$ cat config.mk
export PLATFORM = sky130hd
export DESIGN_NAME = fp_addsub_pipe_flat
export DESIGN_NICKNAME = d
export VERILOG_FILES = /design/src/rtl/fp_addsub_pipe_if.sv /design/src/rtl/fp_addsub_pipe.sv /design/src/flat_wrapper.sv
export SDC_FILE = /design/constraint.sdc
export NUM_CORES = 1
export LEC_CHECK = 0
export ABC_CLOCK_PERIOD_IN_PS = 12800
export CAP_MARGIN = 10
export CORE_AREA = 2 2 268 270
export DETAILED_ROUTE_END_ITERATION = 10
export DIE_AREA = 0 0 270 272
export MAX_ROUTING_LAYER = met4
export PLACE_DENSITY = 0.54
export SYNTH_ARGS = -nofsm -noshare
export SYNTH_HDL_FRONTEND = slang
export SYNTH_SLANG_ARGS = --single-unit
export TNS_END_PERCENT = 20
$ cat constraint.sdc
create_clock -name clk -period 12.8 [get_ports clk]
set_input_delay 2.56 -clock clk [delete_from_list [all_inputs] [get_ports clk]]
set_output_delay 2.56 -clock clk [all_outputs]
set_load 0.1 [all_outputs]
$ cat src/rtl/fp_addsub_pipe_if.sv
// Stream interface for fp_addsub_pipe: operand/op request channel in, packed result and class out.
interface fp_addsub_pipe_if #(
  parameter int EXP_W = 8,
  parameter int MAN_W = 23
);
  localparam int W = 1 + EXP_W + MAN_W;

  logic         in_vld;
  logic         in_rdy;
  logic [W-1:0] a;
  logic [W-1:0] b;
  logic         op;
  logic         out_vld;
  logic         out_rdy;
  logic [W-1:0] result;
  logic [1:0]   state;

  // valid/ready: a beat transfers on the rising clk edge where vld and rdy are both high;
  // the producer holds vld and payload stable until that edge, and rdy may depend on the consumer side.
  modport master (output in_vld, a, b, op, out_rdy,
                  input  in_rdy, out_vld, result, state);
  modport slave  (input  in_vld, a, b, op, out_rdy,
                  output in_rdy, out_vld, result, state);
endinterface

$ cat src/rtl/fp_addsub_pipe.sv
// Five-stage pipelined floating-point adder/subtractor, round-to-nearest-even, denormals flushed.
// S1 unpack/classify/swap, S2 align, S3 add/sub, S4 normalise, S5 round/pack into the output register.
module fp_addsub_pipe #(
  parameter int EXP_W = 8,
  parameter int MAN_W = 23
) (
  input  logic            clk,
  input  logic            rst,
  fp_addsub_pipe_if.slave bus
);
  localparam int W     = 1 + EXP_W + MAN_W;
  localparam int SIG_W = MAN_W + 1;
  localparam int EXT_W = MAN_W + 4;
  localparam int LZ_W  = $clog2(EXT_W + 1);
  localparam int EW    = ((EXP_W > LZ_W) ? EXP_W : LZ_W) + 2;

  localparam logic [EXP_W-1:0] E_ONES = {EXP_W{1'b1}};
  localparam logic [W-1:0]     QNAN   = {1'b0, E_ONES, 1'b1, {(MAN_W-1){1'b0}}};
  localparam logic [1:0] ST_OK  = 2'b00;
  localparam logic [1:0] ST_NAN = 2'b01;
  localparam logic [1:0] ST_INF = 2'b10;
  localparam logic [1:0] ST_NUL = 2'b11;

  // Special-case outcome decided in S1 and carried beside the datapath.
  typedef struct packed {
    logic         hit;
    logic [W-1:0] word;
    logic [1:0]   st;
  } spec_t;

  logic         stall, adv;
  logic         out_vld_q;
  logic [W-1:0] result_q;
  logic [1:0]   state_q;
  logic         s1_vld, s2_vld, s3_vld, s4_vld;

  assign stall       = out_vld_q & ~bus.out_rdy;
  assign adv         = ~stall;
  assign bus.in_rdy  = adv;
  assign bus.out_vld = out_vld_q;
  assign bus.result  = result_q;
  assign bus.state   = state_q;

  // ---------------- S1: unpack, classify, swap ----------------
  logic             a_s, b_s, a_nan, b_nan, a_inf, b_inf, a_zero, b_zero, swap;
  logic [EXP_W-1:0] a_e, b_e;
  logic [MAN_W-1:0] a_f, b_f;
  spec_t            sp_d;

  always_comb begin
    a_s    = bus.a[W-1];
    a_e    = bus.a[W-2:MAN_W];
    a_f    = bus.a[MAN_W-1:0];
    b_s    = bus.b[W-1] ^ bus.op;
    b_e    = bus.b[W-2:MAN_W];
    b_f    = bus.b[MAN_W-1:0];
    a_nan  = (a_e == E_ONES) && (a_f != '0);
    b_nan  = (b_e == E_ONES) && (b_f != '0);
    a_inf  = (a_e == E_ONES) && (a_f == '0);
    b_inf  = (b_e == E_ONES) && (b_f == '0);
    a_zero = (a_e == '0);
    b_zero = (b_e == '0);
    swap   = bus.a[W-2:0] < bus.b[W-2:0];
    sp_d   = '0;
    if (a_nan || b_nan || (a_inf && b_inf && (a_s != b_s))) begin
      sp_d.hit = 1'b1; sp_d.word = QNAN; sp_d.st = ST_NAN;
    end else if (a_inf) begin
      sp_d.hit = 1'b1; sp_d.word = {a_s, bus.a[W-2:0]}; sp_d.st = ST_INF;
    end else if (b_inf) begin
      sp_d.hit = 1'b1; sp_d.word = {b_s, bus.b[W-2:0]}; sp_d.st = ST_INF;
    end else if (a_zero && b_zero) begin
      sp_d.hit = 1'b1; sp_d.word = {a_s & b_s, {(W-1){1'b0}}}; sp_d.st = ST_NUL;
    end else if (a_zero) begin
      sp_d.hit = 1'b1; sp_d.word = {b_s, bus.b[W-2:0]}; sp_d.st = ST_OK;
    end else if (b_zero) begin
      sp_d.hit = 1'b1; sp_d.word = {a_s, bus.a[W-2:0]}; sp_d.st = ST_OK;
    end
  end

  spec_t            s1_sp;
  logic             s1_sx, s1_sy;
  logic [EXP_W-1:0] s1_ex, s1_diff;
  logic [SIG_W-1:0] s1_mx, s1_my;

  always_ff @(posedge clk) begin
    if (adv) begin
      s1_sp   <= sp_d;
      s1_sx   <= swap ? b_s : a_s;
      s1_sy   <= swap ? a_s : b_s;
      s1_ex   <= swap ? b_e : a_e;
      s1_mx   <= swap ? {~b_zero, b_f} : {~a_zero, a_f};
      s1_my   <= swap ? {~a_zero, a_f} : {~b_zero, b_f};
      s1_diff <= swap ? (b_e - a_e) : (a_e - b_e);
    end
  end

  // ---------------- S2: align Y with sticky collection ----------------
  logic [EXT_W-1:0] y_ext, y_sh, y_mask, y_al;

  always_comb begin
    y_ext  = {s1_my, 3'b000};
    y_sh   = '0;
    y_mask = '0;
    if (int'(s1_diff) >= MAN_W + 3) begin
      y_al = {{(EXT_W-1){1'b0}}, |s1_my};
    end else begin
      y_sh   = y_ext >> s1_diff;
      y_mask = ~({EXT_W{1'b1}} << s1_diff);
      y_al   = y_sh | {{(EXT_W-1){1'b0}}, |(y_ext & y_mask)};
    end
  end

  spec_t            s2_sp;
  logic             s2_sx, s2_sy;
  logic [EXP_W-1:0] s2_ex;
  logic [EXT_W-1:0] s2_x, s2_y;

  always_ff @(posedge clk) begin
    if (adv) begin
      s2_sp <= s1_sp;
      s2_sx <= s1_sx;
      s2_sy <= s1_sy;
      s2_ex <= s1_ex;
      s2_x  <= {s1_mx, 3'b000};
      s2_y  <= y_al;
    end
  end

  // ---------------- S3: add or subtract magnitudes (X >= Y after swap) ----------------
  logic [EXT_W:0] sum_d;

  always_comb begin
    if (s2_sx ^ s2_sy) sum_d = {1'b0, s2_x} - {1'b0, s2_y};
    else               sum_d = {1'b0, s2_x} + {1'b0, s2_y};
  end

  spec_t            s3_sp;
  logic             s3_sign;
  logic [EXP_W-1:0] s3_ex;
  logic [EXT_W:0]   s3_sum;

  always_ff @(posedge clk) begin
    if (adv) begin
      s3_sp   <= s2_sp;
      s3_sign <= s2_sx;
      s3_ex   <= s2_ex;
      s3_sum  <= sum_d;
    end
  end

  // ---------------- S4: normalise ----------------
  logic [LZ_W-1:0]  lzc;
  logic             found, flush;
  logic [EXT_W-1:0] norm;
  logic [EW-1:0]    e_w;

  always_comb begin
    lzc   = LZ_W'(EXT_W);
    found = 1'b0;
    for (int i = EXT_W - 1; i >= 0; i--) begin
      if (!found && s3_sum[i]) begin
        lzc   = LZ_W'(EXT_W - 1 - i);
        found = 1'b1;
      end
    end
    if (s3_sum[EXT_W]) begin
      norm = {s3_sum[EXT_W:2], |s3_sum[1:0]};
      e_w  = EW'(s3_ex) + EW'(1);
    end else begin
      norm = s3_sum[EXT_W-1:0] << lzc;
      e_w  = EW'(s3_ex) - EW'(lzc);
    end
    // A clear top bit after normalising means the sum was exactly zero.
    flush = ~s3_sum[EXT_W] & (~norm[EXT_W-1] | e_w[EW-1] | (e_w == '0));
  end

  spec_t            s4_sp;
  logic             s4_sign, s4_zero;
  logic [EXP_W-1:0] s4_e;
  logic [EXT_W-2:0] s4_m;

  always_ff @(posedge clk) begin
    if (adv) begin
      s4_sp   <= s3_sp;
      s4_sign <= s3_sign & norm[EXT_W-1];
      s4_zero <= flush;
      s4_e    <= e_w[EXP_W-1:0];
      s4_m    <= norm[EXT_W-2:0];
    end
  end

  // ---------------- S5: round to nearest even, pack ----------------
  logic [MAN_W-1:0] frac;
  logic             inc;
  logic [MAN_W:0]   frac_inc;
  logic [EXP_W:0]   e_rnd;
  logic [W-1:0]     res_d;
  logic [1:0]       st_d;

  always_comb begin
    frac     = s4_m[EXT_W-2:3];
    inc      = s4_m[2] & (s4_m[1] | s4_m[0] | frac[0]);
    frac_inc = {1'b0, frac} + {{MAN_W{1'b0}}, inc};
    e_rnd    = {1'b0, s4_e} + {{EXP_W{1'b0}}, frac_inc[MAN_W]};
    res_d    = {s4_sign, e_rnd[EXP_W-1:0], frac_inc[MAN_W-1:0]};
    st_d     = ST_OK;
    if (s4_sp.hit) begin
      res_d = s4_sp.word;
      st_d  = s4_sp.st;
    end else if (s4_zero) begin
      res_d = {s4_sign, {(W-1){1'b0}}};
      st_d  = ST_NUL;
    end else if (e_rnd >= {1'b0, E_ONES}) begin
      res_d = {s4_sign, E_ONES, {MAN_W{1'b0}}};
      st_d  = ST_INF;
    end
  end

  // Valid chain and output register; only these carry reset.
  always_ff @(posedge clk) begin
    if (rst) begin
      s1_vld    <= 1'b0;
      s2_vld    <= 1'b0;
      s3_vld    <= 1'b0;
      s4_vld    <= 1'b0;
      out_vld_q <= 1'b0;
      result_q  <= '0;
      state_q   <= ST_OK;
    end else if (adv) begin
      s1_vld    <= bus.in_vld;
      s2_vld    <= s1_vld;
      s3_vld    <= s2_vld;
      s4_vld    <= s3_vld;
      out_vld_q <= s4_vld;
      if (s4_vld) begin
        result_q <= res_d;
        state_q  <= st_d;
      end
    end
  end
endmodule

$ cat src/flat_wrapper.sv
// flat-port wrapper written by rule: the top's interface ports become plain ports
module fp_addsub_pipe_flat 
#(
  parameter int EXP_W = 8,
  parameter int MAN_W = 23
)
  (clk, rst, bus_in_vld, bus_a, bus_b, bus_op, bus_out_rdy, bus_in_rdy, bus_out_vld, bus_result, bus_state);
  fp_addsub_pipe_if #(.EXP_W(EXP_W), .MAN_W(MAN_W)) bus_i ();
  input  logic clk;
  input  logic rst;
  input wire logic [$bits(bus_i.in_vld)-1:0] bus_in_vld;
  input wire logic [$bits(bus_i.a)-1:0] bus_a;
  input wire logic [$bits(bus_i.b)-1:0] bus_b;
  input wire logic [$bits(bus_i.op)-1:0] bus_op;
  input wire logic [$bits(bus_i.out_rdy)-1:0] bus_out_rdy;
  output wire logic [$bits(bus_i.in_rdy)-1:0] bus_in_rdy;
  output wire logic [$bits(bus_i.out_vld)-1:0] bus_out_vld;
  output wire logic [$bits(bus_i.result)-1:0] bus_result;
  output wire logic [$bits(bus_i.state)-1:0] bus_state;
  assign bus_i.in_vld = bus_in_vld;
  assign bus_i.a = bus_a;
  assign bus_i.b = bus_b;
  assign bus_i.op = bus_op;
  assign bus_i.out_rdy = bus_out_rdy;
  assign bus_in_rdy = bus_i.in_rdy;
  assign bus_out_vld = bus_i.out_vld;
  assign bus_result = bus_i.result;
  assign bus_state = bus_i.state;
  fp_addsub_pipe #(.EXP_W(EXP_W), .MAN_W(MAN_W)) u_core (.clk(clk), .rst(rst), .bus(bus_i));
endmodule
==> summary.txt <==
root buffer cell: clkbuf_16
die width: 270 um
Power Dens Cells: 170 mW/mm2
# hold bufs at CTS: 0
first-pass GRT wire length: 88.4 mm
total CTS buffers: 41
mean area per synthesized cell: 10.8 um2
GRT overflow: 0
worst path cell trace: clkdlybuf4s50_1 -> nor2b_1 -> inv_8 -> clkdlybuf4s50_1
setup TNS: 0 ps
critical path endpoint category: output port
RR Startpoint: u_core.s3_sum[22]$_DFFE_PN_
IO Count: 105
hold_sp: u_core.s2_sp[1]$_DFFE_PN_
DRT Pass-1 Iters: 7
Mapped Cells: 1,940
syn_nets: 2,109
Die Y: 272 um
MaxCap Viol Count: 0
core area: 0.0708 mm2
post_cts resized: 0
CTS tree: built
Worst path max stage delay: 1410 ps
die area: 0.0734 mm2
Distinct cells, synth: 85
clk_lat worst skew: 580 ps
H-tree levels: 2
sequential share of the synthesized area: 52.3%
final-report hold violation count: 0
pins over their slew limit: 0
Slew HR: 20.1%
ANT nets after route: 0
EDFF count, synth: 340
largest net degree at the start of global routing: 196
GRT Overall Usage: 15.8%
number of DRC markers in iteration 0: 1,316
initial antenna violation count: 1
#FFs+latches synth: 379
clock sink count: 379
Critical Path AT: 5150 ps
row count: 98
drt drc: 0
Initial Utilization: 29.7%
Final #Nets: 2,181
yosys warns: 0
Peak Freq: 130 MHz
Leakage: 9.21 nW
ys flop type: edfxtp_1
setup violators final: 0
Top delay family on crit path: buffers and inverters
Final Wtd Congestion: 0.931
vias per std cell: 5.12
layout cell share with drive strength beyond 1: 7.87%
Critical path buffers and inverters: 3
dpl ws: 5060 ps
crit path max-delay cell type: clkdlybuf4s50_1
Tcrit/Tclk final: 60.2%
vias in the first global route: 14,608
Max FO, Critical Path: 102
Setup WS post-layout: 5090 ps
area leader, netlist: edfxtp_1
ANT cells: 0
Worst Tran Pin Value: 1190 ps
total number of vias: 15,326
IO Port Bufs: 104
Max VDD drop: 79.3 uV
Setup Fix Bufs, Post-CTS: 0
Pwr Total: 0.00415 W
clock skew: 9.41 ps
Crit path top cell by count: clkdlybuf4s50_1
Req. time, crit path: 10,240 ps
clock buffer depth: 3
share of synthesized registers carrying an async set or reset: 0%
WL final: 58.1 mm
top cell type's share of synthesized area: 48.6%
CP startpoint: bus_out_rdy
WS Path Type: in -> out
RSZ-0062 raised after global routing: no
outcome: complete, no violations
Worst Setup Start Kind: primary input
min-delay worst type: reg -> reg
register clock-pin slew on the reported worst setup and hold paths: 60 ps
fin crit period: 7710 ps
DP Wirelength: 43.7 mm
Post-Syn Area: 0.0210 mm2
top cells by area, synth: edfxtp_1 49%, ha_1 5.7%, dfxtp_1 3.7%
Area Overhead vs Synth: 16.3%
DR WL/cell: 19.4 um
-- layout make-up --
| type | count | area [um2] |
|---|---|---|
| repair buffers | 127 | 1250 |
| inverters | 106 | 408 |
| clock buffers | 46 | 1060 |
| multi-input cells | 1357 | 9260 |
| well taps | 950 | 1190 |
| flip-flops and latches | 379 | 11000 |
| fillers | 7019 | 46300 |
| clock inverters | 30 | 273 |
-- cell usage in the layout (no fill, tap or decap), types with 37 or more instances in the layout --
| master | n |
|---|---|
| mux2i_1 | 67 |
| edfxtp_1 | 340 |
| dfxtp_1 | 39 |
| a21oi_1 | 96 |
| nand3_1 | 37 |
| clkdlybuf4s50_1 | 104 |
| nor3_1 | 68 |
| mux2_2 | 40 |
| o21ai_0 | 119 |
| nor2_1 | 183 |
| a211oi_1 | 37 |
| nand2_1 | 155 |
| clkbuf_16 | 41 |
| ha_1 | 96 |
| xnor2_1 | 47 |
| inv_1 | 101 |
-- per-stage QoR --
| step | utilization (%) | instances | hold WS [ps] | cell area [um2] |
|---|---|---|---|---|
| floorplan | - | 1940 | 400 | 21000 |
| global placement | 32.6 | 2917 | 403 | 23100 |
| detailed placement | 32.6 | 2917 | 405 | 23100 |
| CTS | 34.5 | 2993 | 405 | 24400 |
| global route | 34.5 | 2995 | 420 | 24400 |
| finish | 34.5 | 2995 | 417 | 24400 |
-- path summary, 6_finish.rpt --
kind | slack (ps) | depth (start not counted) | endpoint
setup / recovery | 5090 | 4 | bus_in_rdy
hold / removal | 420 | 0 | u_core.s3_sp[1]$_DFFE_PN_
setup reg to reg | 7570 | 18 | u_core.s4_zero$_DFFE_PN_
hold reg to reg | 420 | 0 | u_core.s3_sp[1]$_DFFE_PN_
-- sequential cells by signal, summed over array words and instances (netlist names), 26 cells and up --
register	flops
u_core.s3_sum	28
u_core.s1_sp	35
u_core.s3_sp	35
u_core.s2_sp	35
u_core.s4_sp	35
u_core.s4_m	26
u_core.s2_y	27
u_core.bus.result	32
-- cells by family after synthesis --
logic type / Yosys count / share of synthesized area (%)
flip-flops: 379 / 52.3
XOR/XNOR: 66 / 2.75
AO/OA/AOI/OAI: 493 / 16.0
multiplexers: 112 / 5.87
AND/OR/NAND/NOR: 585 / 13.0
buffers and inverters: 204 / 3.87
adder cells (fa/ha/maj): 101 / 6.14
-- Yosys cell counts (all sizes together), types with 9 or more instances --
library cell,number
a211oi,37
a21o,24
a21oi,98
a221o,16
a221oi,35
a22o,20
a22oi,20
a31oi,17
and3,17
buf,15
clkbuf,83
dfxtp,39
edfxtp,340
ha,96
inv,105
mux2,40
mux2i,68
nand2,156
nand2b,22
nand3,37
nand4,17
nor2,184
nor2b,20
nor3,70
nor4,23
o211ai,15
o21ai,121
o31ai,11
or4,9
xnor2,48
xor2,18
-- routing by layer --
| layer | wire (um) | share of wire [%] | GRT usage, % | up-vias |
|---|---|---|---|---|
| li1 | - | - | - | 7451 |
| met1 | 28200 | 48 | 22.3 | 7309 |
| met2 | 25500 | 44 | 23.8 | 470 |
| met3 | 2960 | 5.1 | 2.10 | 96 |
| met4 | 1480 | 2.5 | 4.43 | 0 |
| met5 | 0 | 0 | - | - |
-- where the power goes --
part | internal [W] | switching [W]
Clock | 0.000670 | 0.000498
Combinational | 0.000470 | 0.000745
Sequential | 0.00157 | 0.000199
Total | 0.00271 | 0.00144
Power figures use the tool's default switching activity.
